[src/rtl/vga_pkg.sv]
// rtl/vga_pkg.sv - 640x480@60 timing constants, Tetris window defaults, vertical FSM states
package vga_pkg;

    localparam int H_TOTAL = 800;
    localparam int V_TOTAL = 525;
    localparam int H_SYNC  = 96;
    localparam int V_SYNC  = 2;

    localparam int WIN_X0_DEF     = 400;
    localparam int WIN_Y0_DEF     = 143;
    localparam int COLS_DEF       = 16;
    localparam int ROWS_DEF       = 32;
    localparam int SCALE_LOG2_DEF = 3;
    localparam int ADDR_W_DEF     = 9;

    typedef enum logic [1:0] {
        V_IDLE   = 2'd0,
        V_ACTIVE = 2'd1,
        V_DONE   = 2'd2
    } v_state_t;

endpackage

[src/rtl/vga_sync_gen.sv]
// rtl/vga_sync_gen.sv - registered hsync/vsync comparators with selectable pulse polarity
module vga_sync_gen #(
    parameter int H_SYNC   = 96,
    parameter int V_SYNC   = 2,
    parameter bit SYNC_POL = 1'b0
) (
    input  logic       clk,
    input  logic       rst,
    input  logic [9:0] hcnt,
    input  logic [9:0] vcnt,
    output logic       hsync,
    output logic       vsync
);

    localparam logic       POL    = SYNC_POL;
    localparam logic [9:0] H_LIM  = 10'(H_SYNC);
    localparam logic [9:0] V_LIM  = 10'(V_SYNC);

    always_ff @(posedge clk) begin
        if (rst) begin
            hsync <= ~POL;
            vsync <= ~POL;
        end else begin
            hsync <= (hcnt < H_LIM) ? POL : ~POL;
            vsync <= (vcnt < V_LIM) ? POL : ~POL;
        end
    end

endmodule

[src/rtl/vga_window_addr.sv]
// rtl/vga_window_addr.sv - sync, display enable and scaled-window framebuffer address generator
module vga_window_addr #(
    parameter int H_SYNC     = vga_pkg::H_SYNC,
    parameter int V_SYNC     = vga_pkg::V_SYNC,
    parameter bit SYNC_POL   = 1'b0,
    parameter int WIN_X0     = vga_pkg::WIN_X0_DEF,
    parameter int WIN_Y0     = vga_pkg::WIN_Y0_DEF,
    parameter int COLS       = vga_pkg::COLS_DEF,
    parameter int ROWS       = vga_pkg::ROWS_DEF,
    parameter int SCALE_LOG2 = vga_pkg::SCALE_LOG2_DEF,
    parameter int ADDR_W     = vga_pkg::ADDR_W_DEF
) (
    input  logic              clk,
    input  logic              rst,
    input  logic [9:0]        hcnt,
    input  logic [9:0]        vcnt,
    input  logic [ADDR_W-1:0] page_base,
    output logic              hsync,
    output logic              vsync,
    output logic              de,
    output logic [ADDR_W-1:0] addr,
    output logic              frame_start
);
    import vga_pkg::*;

    localparam int WIN_W = COLS << SCALE_LOG2;
    localparam int WIN_H = ROWS << SCALE_LOG2;
    localparam int XL    = WIN_X0 + WIN_W - 1;
    localparam int YL    = WIN_Y0 + WIN_H - 1;
    localparam int SW    = (SCALE_LOG2 > 0) ? SCALE_LOG2 : 1;

    localparam logic [SW-1:0]     SUB_LAST = SW'((1 << SCALE_LOG2) - 1);
    localparam logic [ADDR_W-1:0] COLS_A   = ADDR_W'(COLS);
    localparam logic [9:0]        X0_C     = 10'(WIN_X0);
    localparam logic [9:0]        XL_C     = 10'(XL);
    localparam logic [9:0]        Y0_C     = 10'(WIN_Y0);
    localparam logic [9:0]        YL_C     = 10'(YL);

    v_state_t          v_state;
    logic [ADDR_W-1:0] base_l;
    logic [ADDR_W-1:0] row_start;
    logic [SW-1:0]     sub_row;
    logic [SW-1:0]     sub_col;

    logic              fs_hit;
    logic              in_active;
    logic [ADDR_W-1:0] base_next;

    // base_next lets a window starting on line 0 pick up the freshly latched page
    always_comb begin
        fs_hit    = (hcnt == '0) && (vcnt == '0);
        in_active = (v_state == V_ACTIVE);
        base_next = fs_hit ? page_base : base_l;
    end

    vga_sync_gen #(
        .H_SYNC   (H_SYNC),
        .V_SYNC   (V_SYNC),
        .SYNC_POL (SYNC_POL)
    ) u_sync (
        .clk   (clk),
        .rst   (rst),
        .hcnt  (hcnt),
        .vcnt  (vcnt),
        .hsync (hsync),
        .vsync (vsync)
    );

    always_ff @(posedge clk) begin
        if (rst) begin
            v_state     <= V_IDLE;
            base_l      <= '0;
            row_start   <= '0;
            sub_row     <= '0;
            sub_col     <= '0;
            de          <= 1'b0;
            addr        <= '0;
            frame_start <= 1'b0;
        end else begin
            frame_start <= fs_hit;
            base_l      <= base_next;

            if ((v_state == V_IDLE || fs_hit) && vcnt == Y0_C && hcnt == '0) begin
                v_state   <= V_ACTIVE;
                row_start <= base_next;
                sub_row   <= '0;
            end else if (fs_hit) begin
                v_state <= V_IDLE;
            end else if (in_active && hcnt == XL_C) begin
                sub_row <= (sub_row == SUB_LAST) ? '0 : sub_row + 1'b1;
                if (sub_row == SUB_LAST) begin
                    row_start <= row_start + COLS_A;
                end
                if (vcnt == YL_C) begin
                    v_state <= V_DONE;
                end
            end

            // addr steps once per cell; outside the window it parks on the frame base
            if (in_active && hcnt == X0_C) begin
                addr    <= row_start;
                sub_col <= '0;
                de      <= 1'b1;
            end else if (in_active && hcnt > X0_C && hcnt <= XL_C) begin
                sub_col <= (sub_col == SUB_LAST) ? '0 : sub_col + 1'b1;
                if (sub_col == SUB_LAST) begin
                    addr <= addr + ADDR_W'(1);
                end
            end else begin
                de   <= 1'b0;
                addr <= base_next;
            end
        end
    end

endmodule

[config.mk]
export PLATFORM = sky130hd
export DESIGN_NAME = vga_window_addr
export DESIGN_NICKNAME = d
export VERILOG_FILES = /design/src/rtl/vga_pkg.sv /design/src/rtl/vga_sync_gen.sv /design/src/rtl/vga_window_addr.sv
export SDC_FILE = /design/constraint.sdc
export NUM_CORES = 1
export LEC_CHECK = 0
export CORE_ASPECT_RATIO = 0.6
export CORE_MARGIN = 2
export CORE_UTILIZATION = 38
export CTS_CLUSTER_DIAMETER = 100
export CTS_CLUSTER_SIZE = 28
export DETAILED_ROUTE_END_ITERATION = 16
export RECOVER_POWER = 25
export SLEW_MARGIN = 10
export SYNTH_ARGS = -nofsm -noshare
export SYNTH_HDL_FRONTEND = slang
export SYNTH_SLANG_ARGS = --single-unit
[constraint.sdc]
create_clock -name clk -period 1.8 [get_ports clk]
set_input_delay 0.27 -clock clk [delete_from_list [all_inputs] [get_ports clk]]
set_output_delay 0.27 -clock clk [all_outputs]
set_load 0.005 [all_outputs]
# Word level (Yosys, flattened, before mapping)
# Cells that the tools add are included.
totals:
  out_inout_bits: 13
  latchBits: 0
  regBits: 39
  in_bits: 31
  elab_cells: 70
  romBits: 0
  n_memories: 0
  ram_bits: 0
op_classes:
  multipliers: 0
  div_mod_pow: 0
  mux: 18
  bitwise_logic: 1
  shifts: 0
  magnitude_cmp: 4
  reduce_logical: 22
  n_eq_ne: 10
  n_addsub: 4
ops:
  columns: ["op", "count"]
  rows:
  - ["9-bit 2-to-1 mux", 8]
  - ["10-bit by 9-bit equality test with 1-bit output (second input constant)", 2]
  - ["10-bit logical NOT", 2]
  - ["10-bit equality test (second input constant)", 1]
  - ["10-bit by 8-bit equality test with 1-bit output (second input constant)", 1]
  - ["10-bit by 9-bit > comparator with 1-bit output (second input constant)", 1]
  - ["10-bit <= comparator (second input constant)", 1]
  - ["10-bit by 2-bit < comparator with 1-bit output (second input constant)", 1]
  - ["10-bit by 7-bit < comparator with 1-bit output (second input constant)", 1]
  - ["9-bit by 1-bit adder with 9-bit output (second input constant)", 1]
  - ["9-bit by 5-bit adder with 9-bit output (second input constant)", 1]
  - ["1-bit 2-to-1 mux", 8]
  - ["1-bit logical AND", 7]
  - ["3-bit by 1-bit adder with 3-bit output (second input constant)", 2]
  - ["3-bit equality test (second input constant)", 2]
  - ["3-bit 2-to-1 mux", 2]
  - ["2-bit AND reduction", 3]
  - ["3-bit nonzero test", 2]
  - ["2-bit nonzero test", 2]
  - ["2-bit OR reduction", 2]
  - ["3-bit by 2-bit != test with 1-bit output (second input constant)", 1]
  - ["3-bit AND reduction", 1]
  - ["3-bit OR reduction", 1]
  - ["2-bit by 1-bit equality test with 1-bit output (second input constant)", 1]
  - ["5 further kinds", 5]

# Logic depth before layout (Yosys ltp)
logic_depth:
  depth_word: 7
  mapped_depth: 7
  mapped_depth_nobuf: 6

# Modules after synthesis
# A second synthesis with hierarchy kept.
hier_totals:
  cells_unflattened: 231
  hier_area_um2: 2016.9
modules_own_cells:
  columns: ["mod", "cells_each", "instances", "area_per_inst_um2"]
  rows:
  - ["vga_window_addr", 222, 1, 1941.9]
  - ["vga_sync_gen", 9, 1, 75.1]

# Worst setup path before layout
# No wires, ideal clock.
synth_path:
  path_type: "input-to-reg"
  startpoint: "input port hcnt[1]"
  endpoint: "register addr[4]"
  setup_slack_ns: -0.052
  arrival_time_ns: 1.766
  path_buffers: 1
  setup_time_ns: 0.086
  cell_stages: 5
  path_cell_list: "or4_4 nor4_4 buf_6 a22oi_1 a221oi_2"
synth_between:
  elab_chain_len: 5
  word_cells_on_any_way: 12
  classes_between: "order compare (2); eq/ne (2); mux (3); reduce/logical (5)"
synth_lines:
  columns: ["item", "line_no", "text"]
  rows:
  - ["start, declared", "vga_window_addr.sv:15", "input logic [9:0] hcnt,"]
  - ["10-bit by 9-bit > comparator with 1-bit output or 10-bit logical NOT (tied branches)", "vga_window_addr.sv:104, vga_window_addr.sv:51", null]
  - ["1-bit logical AND, on equally long branches", "vga_window_addr.sv:104, vga_window_addr.sv:51", null]
  - ["1-bit logical AND or 9-bit 2-to-1 mux (tied branches)", "vga_window_addr.sv:104, vga_window_addr.sv:53", null]
  - ["9-bit 2-to-1 mux", "vga_window_addr.sv:104", "end else if (in_active && hcnt > X0_C && hcnt <= XL_C) begin"]
  - ["9-bit 2-to-1 mux", "vga_window_addr.sv:100", "if (in_active && hcnt == X0_C) begin"]
  - ["end signal, assigned", "vga_window_addr.sv:101", "addr <= row_start;"]
  - ["end signal, assigned", "vga_window_addr.sv:107", "addr <= addr + ADDR_W'(1);"]
  - ["end signal, assigned", "vga_window_addr.sv:111", "addr <= base_next;"]
  - ["end, declared", "vga_window_addr.sv:21", "output logic [ADDR_W-1:0] addr,"]
# Parallel ways exist; a longest one is shown, timed or not.
# A chain may end at the register's enable or synchronous reset.

# Worst setup path in the final report
layout_path:
  startpoint: "input port hcnt[2]"
  endpoint: "register addr[1]"
# Same word-level chain as after synthesis.

==> impl_metrics.toml <==
[routing]
drt-pass1-iter-count = 4
via_count = 2246
final_antenna_net_count = 0
drc = 0
drt_iter0_drc = 113
wirelength_mm = 6.649
vias_per_cell = 5.478
avgRoutedWirePerCell_microns = 16.22

[worst_setup_path]
r2r_end = "addr[4]$_SDFFE_PP0P_"
end_kind = "register"
critPathRequiredTime_ns = 2.01
worstPathMaxFanout = 5
cp-start-kind = "input port"
r2r-start = "v_state[1]$_SDFFE_PP0P_"
worst-setup-path-type = "input port to register"
cp_data_arrival_time_ns = 2.04
rrSetupSlack_ns = 0.09
r2r_cells = 6

[synth]
synthArstFlopShare = 0
avgSynthCellArea_sq_um = 8.647
syn_inst = 248
synth_compound_area_frac = 0.2485
synthAdderAreaFrac = 0.03501
synth_area_sq_um = 2145
synth_cell_types = 48
yosys-mux-area-fraction = 0.02392
ys_seq_area_frac = 0.3641
yosysWarnings = 0
ys_seq_elements = 39
synth_ff_type = "dfxtp_1"
synth_edf_count = 0
synth_top_family_by_area = "simple AND/OR/NAND/NOR gates"
syn-num-nets = 285
yosys.area_share.simple = 0.2550
synthXorXnorAreaFrac = 0.01634

[power]
power.density_nw_per_um2 = 507.1
power.total_mw = 1.758
peakVddDrop_mv = 0.2632
p_leak_nw = 1.257

[sta]
fmax_mhz = 547.9
worst_slack_ns = -0.02518
hold_viol_final = 0
layout_min_cycle_time_ns = 1.825
maxSlewHeadroom = 0.7225
hold_slack_ns = 0.3248
worst_slew_pin_slew_ns = 0.4125
clock_skew_ns = 0.005595
period_share = 1.014
rsz0062_at_grt = "yes"
slew_viol_final = 0
setup_viol = 6

[clock_network]
clk_pin_slew_worst_paths_ns = 0.08
cts_buffers = 5
insertion_delay_ns = 0.30
cts_sinks = 39
cts_tree = "yes"
cts_buffer_depth = 2
clock-root-buffer = "clkbuf_8"
h-tree-depth = 2

[placed_design]
dpl.hpwl_mm = 4.581
placed_cells = 390
dp_slack_ns = -0.5883
port_buffers = 43
globalplace.congestion = 0.7558

[global_route]
gr-total-overflow = 0
grt_antenna_before_repair = 0
track_usage = 0.2165
grt_pass1_wl_mm = 10.74
grt_pass1_vias = 2182
grt_max_degree = 40

[die]
fp.dieArea_sq_um = 6280
row_count = 21
dieWidth_microns = 101.0
die-height_microns = 62.19
ioPinCount = 44
start_util = 0.3887
core_area_sq_um = 5518

[final_layout]
diodes = 0
num-nets-final = 377
fill_cells = 480
syn_to_final_growth_pct = 61.67
stdcell_count = 410
drive_above_1_share = 0.3988

[worst_hold_path]
min_delay_path_depth = 3
hold_path.class = "input port to register"
min_to = "u_sync.hsync$_SDFF_PP1_"
min_from = "hcnt[6]"

[run_status]
failed_checks = "negative setup slack"
status = "finished with violations"

[run]
max_cap_viol_count = 0
[placed cells by master (no fill, tap or decap), types with 6 or more instances in the layout]
cell type / n
buf_4: 42
dfxtp_1: 38
clkdlybuf4s50_1: 20
inv_1: 15
nor2_1: 14
nand3_1: 14
nor3_1: 9
dlygate4sd2_1: 9
buf_6: 9
o21ai_0: 8
nand2_1: 7
o21ai_1: 7
a221oi_2: 7
a22oi_1: 6
ha_1: 6
[kinds of logic after synthesis]
logic type	after synthesis
XOR/XNOR	4
AO/OA/AOI/OAI	73
flip-flops	39
AND/OR/NAND/NOR	94
multiplexers	5
buffers and inverters	27
adder cells (fa/ha/maj)	6
[sequential cells by signal, indices dropped and copies added, names as in the netlist]
signal and count:
addr 9, base_l 9, row_start 9, sub_col 3
sub_row 3, v_state 2, de 1, frame_start 1
u_sync.hsync 1, u_sync.vsync 1
[worst max path at each step]
stage / from / end / slack, ns
floorplan: hcnt[1] / addr[3]$_SDFFE_PP0P_ / -0.01
global route: hcnt[2] / addr[0]$_SDFFE_PP0P_ / -0.08
global placement: hcnt[1] / row_start[1]$_SDFFE_PP0P_ / -0.58
CTS: hcnt[3] / addr[8]$_SDFFE_PP0P_ / -0.09
finish: hcnt[2] / addr[1]$_SDFFE_PP0P_ / -0.03
detailed placement: hcnt[1] / row_start[1]$_SDFFE_PP0P_ / -0.59
[metal layers]
metal | routed length, microns | vias up | share of wire | GRT usage
met2 | 2966 | 56 | 0.45 | 0.3192
met3 | 364 | 4 | 0.055 | 0.04617
met5 | 0 | - | 0 | 0
met4 | 53 | 0 | 0.0080 | 0.05743
li1 | - | 1121 | - | -
met1 | 3265 | 1065 | 0.49 | 0.3188
[final cells by class]
class                      count  area [sq um]  share of cell area
sequential                    39         782.0              0.2256
multi-input combinational    182          1524              0.4396
clock buffer                   5         68.82             0.01985
timing repair buffer          97         905.9              0.2613
inverter                      15         56.30             0.01624
clock inverter                 3         43.79             0.01263
tap                           69         86.33             0.02490
[worst max-delay path, cell delays in order]
cell and delay (ns):
buf_6 0.09, or4_4 0.57, nor4_4 0.35, buf_6 0.19, nand3_1 0.10, a21bo_2 0.20
a221oi_1 0.24
[Yosys cell counts, types with 2 or more instances]
cell type | number | area (sq um)
dfxtp_1 | 39 | 780.8
o21ai_0 | 23 | 115.1
nand3_1 | 18 | 90.09
nor2_1 | 18 | 67.56
inv_1 | 15 | 56.30
nand2_1 | 10 | 37.54
nor3_1 | 9 | 45.04
a221oi_1 | 7 | 61.31
a22oi_1 | 7 | 52.55
a211oi_1 | 6 | 45.04
and3_1 | 6 | 37.54
clkbuf_1 | 6 | 22.52
ha_1 | 6 | 75.07
or3_1 | 6 | 37.54
a21bo_2 | 5 | 50.05
and2_1 | 5 | 31.28
a21boi_0 | 4 | 30.03
mux2i_1 | 4 | 40.04
nand4_1 | 4 | 25.02
o21ba_2 | 4 | 40.04
a21oi_1 | 3 | 15.01
a32oi_1 | 3 | 26.28
buf_4 | 3 | 22.52
xnor2_1 | 3 | 26.28
a211o_1 | 2 | 17.52
a31oi_1 | 2 | 12.51
a41oi_1 | 2 | 17.52
and4_1 | 2 | 17.52
buf_2 | 2 | 10.01
nand2b_1 | 2 | 12.51
nor4_1 | 2 | 12.51
nor4_4 | 2 | 42.54
or4_1 | 2 | 15.01
or4_4 | 2 | 22.52
[where the power goes]
part	total, mW	switching [mW]	internal (mW)
clock	0.754	0.341	0.413
sequential	0.862	0.000109	0.862
combinational	0.142	0.0588	0.0828
[per-stage QoR]
stage                     cell area, sq um    util  TNS (ns)
after global routing                  3467  0.6283   -0.7562
final                                 3467  0.6283  -0.06352
after global placement                2977  0.5395    -16.34
after floorplan                       2161       -  -0.01490
after detailed placement              2977  0.5395    -16.79
after CTS                             3312  0.6002   -0.7192
[timing repair]
item                                    4_1_cts  5_1_grt
buffers inserted                              6        4
gates cloned                                  3        0
pin swaps                                    29       33
resized for setup                            69       48
hold buffers                                  0        0
endpoints found under the setup margin       34       32
Power figures use the tool's default switching activity.
